### src/rtl/key_debounce.sv
`default_nettype none
// +----------------------------------------------------------------------------+
// | key_debounce                                                               |
// | Synchronises an active-low push-button, rejects contact bounce, and emits  |
// | a clean level, one-cycle press/release strobes and a running press count.  |
// | Revision: 1.0                                                              |
// +----------------------------------------------------------------------------+
module key_debounce #(
  parameter int CNT_WIDTH       = 20,
  parameter int DEBOUNCE_CYCLES = 1000000
) (
  input  logic       clk,
  input  logic       rst_n,
  input  logic       key_n,
  output logic       key_level,
  output logic       key_press,
  output logic       key_release,
  output logic [7:0] press_cnt
);

  typedef enum logic [1:0] {
    IDLE         = 2'd0,
    PRESS_WAIT   = 2'd1,
    PRESSED      = 2'd2,
    RELEASE_WAIT = 2'd3
  } state_t;

  localparam logic [CNT_WIDTH-1:0] c_cnt_last = CNT_WIDTH'(DEBOUNCE_CYCLES - 1);

  logic                 r_s0;
  logic                 r_s1;
  state_t               r_state;
  state_t               w_state_next;
  logic [CNT_WIDTH-1:0] r_cnt;
  logic [CNT_WIDTH-1:0] w_cnt_next;
  logic                 w_accept_press;
  logic                 w_accept_release;
  logic                 r_key_level;
  logic                 r_key_press;
  logic                 r_key_release;
  logic [7:0]           r_press_cnt;

  // Resetting to 1 means a key held through reset is seen as a fresh press.
  always_ff @(posedge clk or negedge rst_n) begin
    if (!rst_n) begin
      r_s0 <= 1'b1;
      r_s1 <= 1'b1;
    end else begin
      r_s0 <= key_n;
      r_s1 <= r_s0;
    end
  end

  always_ff @(posedge clk or negedge rst_n) begin
    if (!rst_n) begin
      r_state <= IDLE;
      r_cnt   <= '0;
    end else begin
      r_state <= w_state_next;
      r_cnt   <= w_cnt_next;
    end
  end

  always_comb begin
    w_state_next     = r_state;
    w_cnt_next       = r_cnt;
    w_accept_press   = 1'b0;
    w_accept_release = 1'b0;
    case (r_state)
      IDLE: begin
        if (!r_s1) begin
          w_state_next = PRESS_WAIT;
          w_cnt_next   = '0;
        end
      end
      PRESS_WAIT: begin
        if (r_s1) begin
          w_state_next = IDLE;
        end else if (r_cnt == c_cnt_last) begin
          w_state_next   = PRESSED;
          w_accept_press = 1'b1;
        end else begin
          w_cnt_next = r_cnt + 1'b1;
        end
      end
      PRESSED: begin
        if (r_s1) begin
          w_state_next = RELEASE_WAIT;
          w_cnt_next   = '0;
        end
      end
      RELEASE_WAIT: begin
        if (!r_s1) begin
          w_state_next = PRESSED;
        end else if (r_cnt == c_cnt_last) begin
          w_state_next     = IDLE;
          w_accept_release = 1'b1;
        end else begin
          w_cnt_next = r_cnt + 1'b1;
        end
      end
      default: begin
        w_state_next = IDLE;
        w_cnt_next   = '0;
      end
    endcase
  end

  always_ff @(posedge clk or negedge rst_n) begin
    if (!rst_n) begin
      r_key_level   <= 1'b0;
      r_key_press   <= 1'b0;
      r_key_release <= 1'b0;
      r_press_cnt   <= 8'd0;
    end else begin
      r_key_press   <= w_accept_press;
      r_key_release <= w_accept_release;
      if (w_accept_press) begin
        r_key_level <= 1'b1;
        r_press_cnt <= r_press_cnt + 8'd1;
      end else if (w_accept_release) begin
        r_key_level <= 1'b0;
      end
    end
  end

  assign key_level   = r_key_level;
  assign key_press   = r_key_press;
  assign key_release = r_key_release;
  assign press_cnt   = r_press_cnt;

endmodule
`default_nettype wire

### config.mk
export PLATFORM = sky130hd
export DESIGN_NAME = key_debounce
export DESIGN_NICKNAME = d
export VERILOG_FILES = /design/src/rtl/key_debounce.sv
export SDC_FILE = /design/constraint.sdc
export NUM_CORES = 1
export LEC_CHECK = 0
export CELL_PAD_IN_SITES_DETAIL_PLACEMENT = 1
export CELL_PAD_IN_SITES_GLOBAL_PLACEMENT = 1
export CORE_UTILIZATION = 30
export CTS_CLUSTER_DIAMETER = 50
export DETAILED_ROUTE_END_ITERATION = 8
export PLACE_DENSITY = 0.65
export SETUP_SLACK_MARGIN = 0.05
export SLEW_MARGIN = 0
export SYNTH_ARGS = -nofsm -noshare
export SYNTH_HDL_FRONTEND = slang
export SYNTH_SLANG_ARGS = --single-unit
### constraint.sdc
create_clock -name clk -period 2.4 [get_ports clk]
set_input_delay 0.6 -clock clk [delete_from_list [all_inputs] [get_ports clk]]
set_output_delay 0.6 -clock clk [all_outputs]
set_load 0.02 [all_outputs]
* Word level (Yosys, flattened, before mapping)
Cells that the tools add are included.
Widths: inputs -> output; s select.
** Storage, ports and cells
- Flip-flop bits (word level) :: 35
- Input port bits :: 3
- Output and inout bits :: 11
- Logic and storage cells :: 44
** Cells by class
- Add/subtract/negate cells :: 2
- Equality and inequality tests :: 10
- Muxes and demuxes :: 20
- Reduce and logical (&&, ||, !) cells :: 4
** Operators with widths (number)
- $mux 20 :: 5
- $pmux 20 s4 :: 1
- $add 20x1->20 const B :: 1
- $eq 20x20->1 const B :: 1
- $mux 2 :: 6
- $add 8x1->8 const B :: 1
- $ne 2x2->1 const B :: 4
- $pmux 2 s4 :: 1
- $reduce_and 4->1 :: 2
- $mux 1 :: 7
- $ne 3x3->1 const B :: 2
- $eq 2x2->1 const B :: 2
- $eq 2x1->1 const B :: 1
- $logic_not 2->1 :: 1
- $reduce_bool 2->1 :: 1

* Depth between registers and ports, before layout
- Depth in word-level cells :: 6
- Depth in mapped cells :: 7
- Gate-level depth less buffers :: 5

* Least setup slack after synthesis
OpenSTA, ideal clock, no wires.
- Path kind :: register to register
- From :: register r_cnt[12]
- To :: register r_key_level, in the netlist key_level
- Library setup time :: 0.131 ns
- Arrival time :: 1.721 ns
- Data required time :: 2.269 ns
- Path slack :: 0.548 ns
- Stages on the path, launching flop included :: 6
- Buffers on the path :: 1
- Period minus slack after synthesis :: 1.852 ns
- Cells stage by stage :: dfrtp_1 > buf_6 > or4_1 > or3_4 > o41ai_1 > a2bb2oi_1
** On the way
- Longest elaborated chain between the ends :: 5
- Elaborated cells between the ends (all ways) :: 8
- Those cells by class :: eq/ne (1); mux (6); reduce/logical (1)
** RTL lines
- start, declared :: RTL line 34 : logic [CNT_WIDTH-1:0] r_cnt;
- start signal, assigned :: RTL line 60 : r_cnt <= w_cnt_next;
- $eq 20x20->1 (*) :: RTL line 79, 95
- $mux 1 (*) :: RTL line 79, 95
- $mux 1, on equally long branches :: RTL line 77, 93
- $mux 1 :: RTL line 69 : case (r_state)
- $mux 1 or $reduce_bool 2->1 (tied branches)
- end signal, assigned :: RTL line 111 : r_key_level <= 1'b0;
- end signal, assigned :: RTL line 119 : r_key_level <= 1'b1;
- end signal, assigned :: RTL line 122 : r_key_level <= 1'b0;
- end, declared :: RTL line 38 : logic r_key_level;
Mark *: on every way between the ends. The rest lies on a longest branch, timed or not.
A chain may end at the register's enable or synchronous reset.

* Worst setup path after layout
- From :: register r_cnt[0]
- To :: register r_cnt[18]
** On the way
- Longest elaborated chain between the ends :: 4
- Elaborated cells between the ends (all ways) :: 6
- Those cells by class :: add/sub (1); eq/ne (1); mux (4)
** RTL lines (RTL line)
- $add 20x1->20 or $eq 20x20->1 (tied branches)
- $mux 20 (*) :: 79, 95
- $mux 20, on equally long branches :: 93, 77
- $pmux 20 s4 (*) :: 69
Mark *: on every way between the ends. The rest lies on a longest branch, timed or not. The select of a mux whose other input is x is not followed.

==> summary.txt <==
Outcome
  – Status: finished clean

Detailed routing
  – Highest routed metal layer: met4
  – Vias: 1555
  – Remaining DRCs: 0
  – Drt wl/cell: 15.6 um
  – Vias per std cell: 5.46
  – Met2 routed WL: 2010 um
  – Post-Route WL: 4430 um
  – Metal1 wirelength: 2250 um
  – Post-DRT Antenna Nets: 0
  – Iter 0 DRT Violations: 61
  – DRT Pass-1 Iters: 5
  – WL met3: 117 um

Logic synthesis
  – Mean Syn Cell Area: 9.80 sq um
  – Unique masters post-synth: 48
  – EDFF count, synth: 0
  – Mapped Area: 0.00193 sq mm
  – Sequential-to-total area share from yosys stat: 0.455
  – Syn_nets: 202
  – Mapped Cells: 197
  – Synth Register Bits: 35
  – FFs w/ async S/R, synth: 1.00
  – YS warnings: 0
  – Commonest register cell after synthesis: dfrtp_1

STA
  – Fin crit period: 2070 ps
  – Final Hold Slack: 364 ps
  – Relative slew slack: 0.462
  – RSZ-0062 raised after global routing: false
  – Endpoints failing hold: 0
  – Max Freq: 483 MHz
  – Worst clock skew: 5.21 ps
  – Min setup slack post-route: 329 ps
  – Worst Tran Pin Value: 807 ps
  – Setup_tns: 0 ps
  – Setup violations, final: 0
  – Ratio of final minimum period to clock period: 0.863
  – Max-slew violations: 0

Die
  – DIE AREA: 0.00676 sq mm
  – Num rows: 28
  – Starting Density: 0.319
  – Die Ht: 82.2 um
  – Placeable Area: 0.00606 sq mm
  – Die width: 82.2 um
  – I/O pins: 14

Min path
  – HP Class: flop to flop
  – Hold depth: 0

Placement
  – Placed Cells: 277
  – Place WS: 345 ps
  – DP Wirelength: 2980 um
  – I/O Buffers: 13
  – Global placer's final weighted congestion: 0.745

Pwr
  – Leakage: 0.000930 uW
  – Pwr/cell area: 492 mW/mm^2
  – Worst vdd ir: 0.344 mV

Layout
  – Commonest non-fill, non-tap cell in the layout: dfrtp_1
  – Commonest non-fill, non-tap cells in the layout: 33 x dfrtp_1, 18 x a21oi_1, 15 x nand3_1, 12 x clkdlybuf4s50_1, 10 x o21ai_0
  – Syn-to-layout area delta: 13.1%
  – # nets final: 214
  – Final Non-Filler Cells: 285
  – Layout cells sized above 1: 0.119
  – Inserted Diodes: 0

Clock tree
  – Reg clk slew, reported paths: 70 ps
  – Sink Count: 35
  – CTS hold repair buffers: 0
  – CTS tree: built
  – Clk_lat worst skew: 290 ps
  – PostCTS Resize Cnt: 0
  – Max clock buf depth: 2
  – H-tree Lvls: 2
  – Cts bufs inserted: 5
  – Post-CTS setup repair buffer count: 0
  – Clk root buf: clkbuf_8

GRT
  – GR Util All Layers: 0.154
  – Initial antenna violation count: 0
  – Largest net degree at the start of global routing: 36
  – GRT overflow: 0
  – First-pass GRT wire length: 7810 um
  – Vias in the first global route: 1549

Critical path
  – CP Data Arrival Time: 2290 ps
  – WP data required: 2620 ps
  – Startpoint types: flop
  – Reg2reg path depth: 5
  – Kind of critical path: flop to flop
  – CP Capture Type: flop
  – Largest fanout on the critical path: 9

Flow run
  – Number of max-cap violations: 0
cells by family after synthesis:
family / share of synthesized area
AND/OR/NAND/NOR: 0.266
XOR/XNOR: 0.0454
AO/OA/AOI/OAI: 0.142
buffers and inverters: 0.0629
adder cells (fa/ha/maj): 0.0130
multiplexers: 0.0162
flip-flops: 0.455
flip-flops by register name (all words and copies together) (netlist names), named ones only:
name	count
key_level	1
key_press	1
key_release	1
r_cnt	20
r_s1	1
r_state	1
press_cnt	8
r_s0	1
worst paths after layout:
path                       startpoint      endpoint  slack (ps)
min in group asynchronous       rst_n     r_cnt[13]         400
max                          r_cnt[0]     r_cnt[18]         330
max reg2reg                  r_cnt[0]     r_cnt[18]         330
min reg2reg                      r_s0          r_s1         360
min                              r_s0          r_s1         360
max in group asynchronous       rst_n  press_cnt[5]        1490
through the flow:
stage	util	power, uW	area [sq um]
after floorplan	-	645	1930
after global placement	0.346	671	2100
after detailed placement	0.346	672	2100
after CTS	0.360	1100	2180
after global routing	0.360	1130	2180
final	0.360	1070	2180
per-layer routing:
metal  GRT usage  vias up
met5           0        -
met4      0.0526        0
met3      0.0396        4
met2       0.231       19
met1       0.213      781
li1            -      751
critical path, cell delays in order, from the launching register on:
cell and delay [ps]:
dfrtp_1 410, ha_1 230, and4_1 360, nand4_2 290, or4_1 550, a21oi_1 150
cells in the mapped netlist (3+ instances only):
master    instances  area [sq um]
a21oi_1          18          90.1
and3_1            5          31.3
buf_6             3          33.8
clkbuf_1          6          22.5
dfrtp_1          33           826
inv_1             9          33.8
nand2_1           9          33.8
nand3_1          15          75.1
nand4_1           7          43.8
nor2_1            9          33.8
nor3_1            3          15.0
o211ai_1          4          30.0
o21ai_0          10          50.1
o31ai_1           3          22.5
or3_1             8          50.1
or4_1             4          30.0
xnor2_1           3          26.3
xor2_1            7          61.3
where the power goes:
part | switching (uW) | internal [uW]
Sequential | 9.78 | 599
Clock | 216 | 198
Combinational | 34.7 | 15.7
area by class of cell:
cell class	instances	area [sq um]
inverters	9	33.8
multi-input cells	140	931
flip-flops and latches	35	878
clock buffers	5	68.8
clock inverters	3	15.0
well taps	75	93.8
repair buffers	18	163
fillers	718	3880
Power figures use the tool's default switching activity.
